--- config.mk ---
export PLATFORM = sky130hd
export DESIGN_NAME = dac_serializer
export DESIGN_NICKNAME = d
export VERILOG_FILES = /design/src/rtl/dac_serializer_pkg.sv /design/src/rtl/dac_bit_timer.sv /design/src/rtl/dac_serializer.sv
export SDC_FILE = /design/constraint.sdc
export NUM_CORES = 1
export LEC_CHECK = 0
export CAP_MARGIN = 5
export CORE_ASPECT_RATIO = 0.75
export CORE_MARGIN = 2
export CORE_UTILIZATION = 61
export CTS_CLUSTER_SIZE = 30
export DETAILED_ROUTE_END_ITERATION = 6
export PLACE_DENSITY = 0.84
export SLEW_MARGIN = 20
export SYNTH_ARGS = -nofsm -noshare
export SYNTH_HDL_FRONTEND = slang
export SYNTH_SLANG_ARGS = --single-unit
--- constraint.sdc ---
create_clock -name clk -period 4.65 [get_ports clk]
set_input_delay 0.465 -clock clk [delete_from_list [all_inputs] [get_ports clk]]
set_output_delay 0.465 -clock clk [all_outputs]
set_load 0.01 [all_outputs]
--- src/rtl/dac_serializer_pkg.sv ---
// Shared definitions for the DAC serializer: sample width and FSM state encoding.
// The sample width matches the wavetable stage's output word.
package dac_serializer_pkg;

  localparam int SAMPLE_WIDTH = 16;

  typedef enum logic [1:0] {
    ST_IDLE  = 2'd0,
    ST_SHIFT = 2'd1,
    ST_GAP   = 2'd2
  } dac_state_e;

endpackage

--- src/rtl/dac_bit_timer.sv ---
// SCLK prescaler for the DAC serializer: one serial bit lasts 2*SCLK_DIV clk
// cycles, with SCLK high for the first half and low for the second.
module dac_bit_timer #(
  parameter int SCLK_DIV = 2
) (
  input  logic clk,
  input  logic rst_n,
  input  logic start,
  input  logic active,
  input  logic stop,
  output logic sclk,
  output logic half_tick,
  output logic bit_end
);

  localparam int PERIOD = 2 * SCLK_DIV;
  localparam int CW     = $clog2(PERIOD);

  logic [CW-1:0] cnt;

  // Strobes mark the last clk of a half-bit / of a whole bit.
  assign bit_end   = active && (cnt == CW'(PERIOD - 1));
  assign half_tick = active && ((cnt == CW'(SCLK_DIV - 1)) || (cnt == CW'(PERIOD - 1)));

  always_ff @(posedge clk or negedge rst_n) begin
    if (!rst_n) begin
      cnt  <= '0;
      sclk <= 1'b0;
    end else if (start) begin
      cnt  <= '0;
      sclk <= 1'b1;
    end else if (active && !stop) begin
      if (bit_end) begin
        cnt  <= '0;
        sclk <= 1'b1;
      end else begin
        cnt <= cnt + 1'b1;
        if (cnt == CW'(SCLK_DIV - 1)) begin
          sclk <= 1'b0;
        end
      end
    end else begin
      cnt  <= '0;
      sclk <= 1'b0;
    end
  end

endmodule

--- src/rtl/dac_serializer.sv ---
// Serializes wavetable samples to an SPI-style audio DAC: a control byte then the
// sample, MSB first, framed by active-low sync, with a one-deep pending buffer.
module dac_serializer
  import dac_serializer_pkg::*;
#(
  parameter int                    DATAWIDTH  = SAMPLE_WIDTH,
  parameter int                    CTRL_WIDTH = 8,
  parameter logic [CTRL_WIDTH-1:0] CTRL_WORD  = 8'h10,
  parameter int                    SCLK_DIV   = 2,
  parameter int                    GAP_CYCLES = 4
) (
  input  logic                 clk,
  input  logic                 rst_n,
  input  logic                 enable,
  // din is captured on every clk where din_valid is high; there is no
  // backpressure, so a sample that cannot be stored overwrites the pending one.
  input  logic [DATAWIDTH-1:0] din,
  input  logic                 din_valid,
  input  logic                 clr_overrun,
  output logic                 busy,
  output logic                 overrun,
  output logic                 frame_done,
  output logic                 dac_sclk,
  output logic                 dac_sync_n,
  output logic                 dac_sdi
);

  localparam int FRAME_BITS = CTRL_WIDTH + DATAWIDTH;
  localparam int BW         = $clog2(FRAME_BITS);
  localparam int GW         = $clog2(GAP_CYCLES + 1);

  dac_state_e                state;
  logic [FRAME_BITS-2:0]     shreg;
  logic [BW-1:0]             bit_cnt;
  logic [GW-1:0]             gap_cnt;
  logic [DATAWIDTH-1:0]      pend_data;
  logic                      pend_full;

  logic                      half_tick;
  logic                      bit_end;
  logic                      timer_active;
  logic                      gap_last;
  logic                      frame_last;
  logic                      start_frame;
  logic                      take_din;
  logic                      pend_wr;
  logic                      overrun_set;
  logic [FRAME_BITS-1:0]     next_frame;

  always_comb begin
    gap_last     = 1'b0;
    frame_last   = 1'b0;
    start_frame  = 1'b0;
    take_din     = 1'b0;
    pend_wr      = 1'b0;
    overrun_set  = 1'b0;
    timer_active = 1'b0;
    next_frame   = '0;

    timer_active = (state == ST_SHIFT);
    gap_last     = (state == ST_GAP) && (gap_cnt == GW'(GAP_CYCLES - 1));
    frame_last   = timer_active && bit_end && (bit_cnt == BW'(FRAME_BITS - 1));
    start_frame  = enable && (((state == ST_IDLE) && (pend_full || din_valid)) ||
                              (gap_last && pend_full));
    take_din     = enable && din_valid;
    // A pending sample always goes first; a same-cycle strobe then refills pending.
    pend_wr      = take_din && !(start_frame && !pend_full);
    overrun_set  = take_din && pend_full && !start_frame;
    next_frame   = {CTRL_WORD, (pend_full ? pend_data : din)};
  end

  dac_bit_timer #(
    .SCLK_DIV (SCLK_DIV)
  ) u_bit_timer (
    .clk       (clk),
    .rst_n     (rst_n),
    .start     (start_frame),
    .active    (timer_active),
    .stop      (frame_last),
    .sclk      (dac_sclk),
    .half_tick (half_tick),
    .bit_end   (bit_end)
  );

  always_ff @(posedge clk or negedge rst_n) begin
    if (!rst_n) begin
      state      <= ST_IDLE;
      shreg      <= '0;
      bit_cnt    <= '0;
      gap_cnt    <= '0;
      pend_data  <= '0;
      pend_full  <= 1'b0;
      busy       <= 1'b0;
      overrun    <= 1'b0;
      frame_done <= 1'b0;
      dac_sync_n <= 1'b1;
      dac_sdi    <= 1'b0;
    end else begin
      frame_done <= 1'b0;

      if (!enable) begin
        pend_full <= 1'b0;
      end else if (pend_wr) begin
        pend_data <= din;
        pend_full <= 1'b1;
      end else if (start_frame) begin
        pend_full <= 1'b0;
      end

      // A set event in the same cycle as a clear keeps the flag high.
      if (overrun_set) begin
        overrun <= 1'b1;
      end else if (clr_overrun) begin
        overrun <= 1'b0;
      end

      case (state)
        ST_IDLE: begin
          if (start_frame) begin
            state      <= ST_SHIFT;
            shreg      <= next_frame[FRAME_BITS-2:0];
            dac_sdi    <= next_frame[FRAME_BITS-1];
            dac_sync_n <= 1'b0;
            bit_cnt    <= '0;
            busy       <= 1'b1;
          end
        end
        ST_SHIFT: begin
          if (frame_last) begin
            state      <= ST_GAP;
            dac_sync_n <= 1'b1;
            dac_sdi    <= 1'b0;
            frame_done <= 1'b1;
            gap_cnt    <= '0;
          end else if (bit_end) begin
            bit_cnt <= bit_cnt + 1'b1;
            dac_sdi <= shreg[FRAME_BITS-2];
            shreg   <= {shreg[FRAME_BITS-3:0], 1'b0};
          end
        end
        ST_GAP: begin
          gap_cnt <= gap_cnt + 1'b1;
          if (gap_last) begin
            if (start_frame) begin
              state      <= ST_SHIFT;
              shreg      <= next_frame[FRAME_BITS-2:0];
              dac_sdi    <= next_frame[FRAME_BITS-1];
              dac_sync_n <= 1'b0;
              bit_cnt    <= '0;
            end else begin
              state <= ST_IDLE;
              busy  <= 1'b0;
            end
          end
        end
        default: begin
          state      <= ST_IDLE;
          busy       <= 1'b0;
          dac_sync_n <= 1'b1;
          dac_sdi    <= 1'b0;
        end
      endcase
    end
  end

  // Every bit boundary is also the end of a half-bit.
  a_bit_end_on_half : assert property (@(posedge clk) disable iff (!rst_n)
    bit_end |-> half_tick);

endmodule

* Word-level counts from Yosys, hierarchy flattened *
Cells that the tools add are included.

operators by class
  add/sub/neg operators = 3
  equality and inequality tests = 15
  mux-type cells = 45
  bitwise gates (word level) = 1
  reduce and logical (&&, ||, !) cells = 30

operators by type and width
  kind                                                                   number
  23-bit two-way mux                                                     4
  23-bit one-hot mux with 3 select lines                                 1
  1-bit two-way mux                                                      22
  5-bit two-way mux                                                      4
  16-bit two-way mux                                                     1
  5-bit one-hot mux with 3 select lines                                  1
  1-bit logical AND                                                      13
  2-bit two-way mux                                                      6
  2-bit != test, second input constant                                   6
  1-bit one-hot mux with 3 select lines                                  3
  2-bit AND reduction                                                    4
  4-bit AND reduction                                                    2
  2-bit one-hot mux with 3 select lines                                  1
  3-bit one-hot mux with 2 select lines                                  1
  5-bit by 1-bit adder with 5-bit output, second input constant          1
  5-bit equality test, second input constant                             1
  2-bit by 1-bit equality test with 1-bit output, second input constant  2
  2-bit equality test, second input constant                             2
  1-bit zero test                                                        4
  4-bit != test, second input constant                                   1
  2-bit nonzero test                                                     2
  3-bit by 1-bit adder with 3-bit output, second input constant          1
  3-bit by 2-bit equality test with 1-bit output, second input constant  1
  3-bit two-way mux                                                      1
  8 further kinds                                                        9

storage, ports and cells
  flip-flop bits (word level) = 58
  bits of input ports = 21
  logic and storage cells = 107

* Longest topological paths before layout *
  word-level depth = 10
  mapped depth = 7
  gate-level depth less buffers = 6

* Cells and area by module *
Synthesis repeated with hierarchy kept, for this count alone.

unflattened totals
  cells, all modules = 249
  area, all modules = 2820.2 sq um

modules (own cells, without submodules)
  module          times used  cells each  area each (sq um)  seq. area each (sq um)
  dac_serializer  1           234         2657.5             1377.6
  dac_bit_timer   1           15          162.7              75.1

* Worst setup path after synthesis *
No wires, ideal clock.

  path type = register to register
  start = reg gap_cnt[0]
  end = reg dac_sdi
  arrival = 1667 ps
  setup slack = 2856 ps
  cell stages (with the launch flop) = 7
  path buffers = 0
  path through = dfrtp_1 -> ha_1 -> ha_1 -> nand2_1 -> a211oi_4 -> nand2b_1 -> mux2_1

between the ends
  word-level cells in the longest chain between the ends = 8

ends and longest elaborated chain
  item                                              RTL line               text
  from (decl)                                       dac_serializer.sv:35   logic [GW-1:0] gap_cnt;
  from (signal assigned)                            dac_serializer.sv:142  gap_cnt <= gap_cnt + 1'b1;
  3-bit by 2-bit equality test with 1-bit output *  dac_serializer.sv:61   gap_last = (state == ST_GAP) && (gap_cnt == GW'(GAP_CYCLES - 1));
  1-bit logical AND *                               dac_serializer.sv:61
  1-bit logical AND                                 dac_serializer.sv:64   (gap_last && pend_full));
  1-bit logical OR                                  dac_serializer.sv:63   start_frame = enable && (((state == ST_IDLE) && (pend_full || din_valid)) ||
  1-bit logical AND                                 dac_serializer.sv:63
  1-bit two-way mux (2 in series)                   n/a
  1-bit one-hot mux with 3 select lines             n/a
  to (signal assigned)                              dac_serializer.sv:122  dac_sdi <= next_frame[FRAME_BITS-1];
  to (signal assigned)                              dac_serializer.sv:137  dac_sdi <= shreg[FRAME_BITS-2];
  to (signal assigned)                              dac_serializer.sv:147  dac_sdi <= next_frame[FRAME_BITS-1];
  to (decl)                                         dac_serializer.sv:25   output logic dac_sdi

Every way passes the cells marked *; elsewhere a longest branch is shown, timed or not. The select of a mux whose other input is x is not followed.
A chain may end at the register's enable or synchronous reset.

* Worst setup path in the final report *
  start = reg pend_full
  end = reg shreg[5]

between the ends
  word-level cells in the longest chain between the ends = 7

ends and longest elaborated chain
  item                                      RTL line                                      text
  from (decl)                               dac_serializer.sv:37                          logic pend_full;
  from (signal assigned)                    dac_serializer.sv:92                          pend_full <= 1'b0;
  from (signal assigned)                    dac_serializer.sv:102                         pend_full <= 1'b0;
  from (signal assigned)                    dac_serializer.sv:105                         pend_full <= 1'b1;
  1-bit logical OR                          dac_serializer.sv:63
  1-bit logical AND                         dac_serializer.sv:63
  1-bit logical OR                          dac_serializer.sv:63
  1-bit logical AND                         dac_serializer.sv:63
  23-bit two-way mux *                      dac_serializer.sv:119, dac_serializer.sv:144
  23-bit two-way mux                        dac_serializer.sv:143                         if (gap_last) begin
  23-bit one-hot mux with 3 select lines *  dac_serializer.sv:117                         case (state)
  to (signal assigned)                      dac_serializer.sv:121                         shreg <= next_frame[FRAME_BITS-2:0];
  to (signal assigned)                      dac_serializer.sv:138                         shreg <= {shreg[FRAME_BITS-3:0], 1'b0};
  to (signal assigned)                      dac_serializer.sv:146                         shreg <= next_frame[FRAME_BITS-2:0];
  to (decl)                                 dac_serializer.sv:33                          logic [FRAME_BITS-2:0] shreg;

Marked as above.

==> flow_summary.ini <==
[outcome]
outcome = finished, final reports clean

[global_route]
grt_pass1_wl_um = 9830
gr-usage-met1_pct = 31.9
grt-busiest-layer = met2
track_usage_pct = 24.0
gr-usage-met3_pct = 9.44
grt_pass1_vias = 2004
grt_max_degree = 59
overflow = 0
grt.met2_usage_pct = 37.2
antenna_found_initial = 0

[timing]
worstMarginPinSlew_ps = 1070
slew_headroom_pct = 28.8
timing.hold.ws_ps = 247
final.period_utilization_pct = 61.3
tns_ps = 0
grt_setup_unrepaired = false
fmax_ghz = 0.351
setup_ws_ps = 1800
drv_slew = 0
setup_viol = 0
final-hold-violation-count = 0
period_needed_ps = 2850
fin_skew_ps = 6.17

[floorplanning]
die_height_um = 63.5
core_area_sq_um = 4490
die-area_sq_um = 5290
die_w_um = 83.3
start_util_pct = 64.1
io_pins = 27
rows = 21

[placed_design]
pre_cts_slack_ps = 1830
dp.cells = 323
placed_cell_area_sq_um = 3120
gp_congestion = 0.751
numPortBuffers = 26
hpwl_um = 3410

[route]
drc_errors = 0
firstDrtPassIters = 6
routedWlPerCell_um = 16.2
drt_wl_total_um = 5510
viasPerCell = 5.83
ant_nets = 0
vias = 1975
drt-initial-drc-count = 98

[logic_synthesis]
synth-compound-area-share_pct = 15.6
synth_fa_ha_area_share_pct = 2.17
synth_area_leaders = dfrtp_1 50%, mux2_2 7.0%, mux2i_1 5.6%, a211oi_2 4.8%, nand2_1 3.0%
synth_cells = 250
yosysTopAreaCell = dfrtp_1
ys_seq_area_share_pct = 50.5
synth_top_family_by_area = compound AO/OA/AOI/OAI gates
synth_mux_area_share_pct = 13.0
yosysTopAreaCellShare_pct = 49.5
yosysWarnings = 0
synthXorXnorAreaFrac_pct = 0
synthTopCellsByCount = 57 x dfrtp_1, 23 x nand2_1, 22 x nor2_1, 18 x mux2_2, 16 x mux2i_1
ys.flop_type = dfrtp_1
synthSimpleGateAreaFrac_pct = 13.7
syn-num-nets = 276
syn_avg_cell_area_sq_um = 11.5
async_flop_share_pct = 100
synth_edf_count = 0
synth_cell_types = 36
synth_most_common_cell = dfrtp_1
netlist_area_sq_um = 2880
ys_seq_elements = 58

[cts]
clk_pin_slew_worst_paths_ps = 70
cts_tree = done
cts_root_buffer = clkbuf_8
clk_latency_ps = 340
htree_levels = 3
clockBufferDepth = 2
ctsHoldBuffers = 0
post_cts_buffers = 0
cts_buffers = 9
postCtsResizedCells = 0
clkSinkCount = 58

[setup_path]
path_class = register to register
crit_path_start_kind = register
crit_fanout = 22
required_ps = 4900
worst-r2r-setup-slack_ps = 1800
crit_path_end_kind = register
critPathArrivalTime_ps = 3100

[pwr]
ir_drop_v = 0.000210
p_leak_nw = 1.45
p_clk_share_pct = 40.8
cell_internal_pwr_mw = 0.828
p_per_area_nw_per_um2 = 329
netSwitchingFraction_pct = 23.8
power_switching_mw = 0.258
seq_power_share_pct = 50.9
p_comb_share_pct = 8.3

[final_layout]
nets = 303
diodes = 0
drive_gt1_share_pct = 22.7
stdcell_area_sq_um = 3300
instances_no_fill = 339
areaGrowthSynthToFinish_pct = 14.8

[job]
maxCapViolCount = 0

[worst_hold_path]
hold_path.class = input port to asynchronous set/reset pin
path summary, 6_finish.rpt:
kind	startpoint	to	cells after the start
setup / recovery	pend_full	shreg[5]	5
hold / removal	rst_n	shreg[22]	2
setup reg to reg	pend_full	shreg[5]	5
hold reg to reg	shreg[21]	shreg[22]	2
max in group asynchronous	rst_n	shreg[16]	2
min in group clk	shreg[21]	shreg[22]	2
cells by family (layout without fill, tap and decap cells):
| family | count (synthesis) | in the layout |
|---|---|---|
| AND/OR/NAND/NOR | 78 | 78 |
| AO/OA/AOI/OAI | 51 | 51 |
| buffers and inverters | 23 | 55 |
| adder cells (fa/ha/maj) | 5 | 5 |
| multiplexers | 35 | 35 |
| flip-flops | 58 | 58 |
layout make-up:
| cell class | instances | area [sq um] |
|---|---|---|
| Fill cell | 287 | 1190 |
| Clock inverter | 6 | 57.6 |
| Inverter | 10 | 37.5 |
| Multi-Input combinational cell | 169 | 1280 |
| Tap cell | 57 | 71.3 |
| Timing Repair Buffer | 29 | 278 |
| Clock buffer | 10 | 128 |
| Sequential cell | 58 | 1450 |
layer usage:
layer / vias to the layer above / wire length (um) / part of all wire, %
met1: 992 / 2660 / 48
met5: - / 0 / 0
met3: 6 / 261 / 4.7
li1: 937 / - / -
met2: 40 / 2520 / 46
met4: 0 / 59 / 1.1
placed cells by master, fill, tap and decap left out, types with 2 or more instances in the layout:
cell type / instances
o21bai_1: 4
nand3_1: 4
o22ai_1: 7
nand2b_1: 5
mux2_2: 18
dfrtp_1: 57
a21oi_1: 4
clkbuf_8: 9
clkinv_2: 4
a211oi_2: 11
nand2_1: 23
a211oi_1: 5
nor2b_1: 2
o21ai_1: 6
mux2i_1: 16
buf_4: 3
clkdlybuf4s50_1: 25
nor3_2: 8
nor3_1: 11
ha_1: 5
inv_1: 10
o21ai_0: 5
nor2_1: 22
critical path: stages, from the launching register on:
cell and delay (ps):
dfrtp_1 1050, nand2_1 220, a211oi_4 850, buf_4 390, nor3_2 90, a211oi_2 170
state kept, by name, summed over array words and instances, names as in the netlist:
name              count
busy                  1
u_bit_timer.cnt       2
dac_sync_n            1
bit_cnt               5
u_bit_timer.sclk      1
pend_data            16
frame_done            1
shreg                23
pend_full             1
gap_cnt               3
state                 2
overrun               1
dac_sdi               1
power by group through the flow:
| stage | Combinational (mW) | Sequential (mW) | Clock (mW) |
|---|---|---|---|
| detailed placement | 0.0913 | 0.562 | 0 |
| global route | 0.0992 | 0.556 | 0.482 |
| floorplan | 0.0574 | 0.552 | 0 |
| finish | 0.0902 | 0.553 | 0.443 |
| global placement | 0.0891 | 0.560 | 0 |
| CTS | 0.0920 | 0.553 | 0.450 |
metrics by stage:
step,util [%],power [mW]
detailed placement,69.4,0.653
global placement,69.4,0.649
global route,73.5,1.14
floorplan,-,0.609
finish,73.5,1.09
CTS,73.5,1.09
Note: power is estimated with default switching activity, not from simulation.
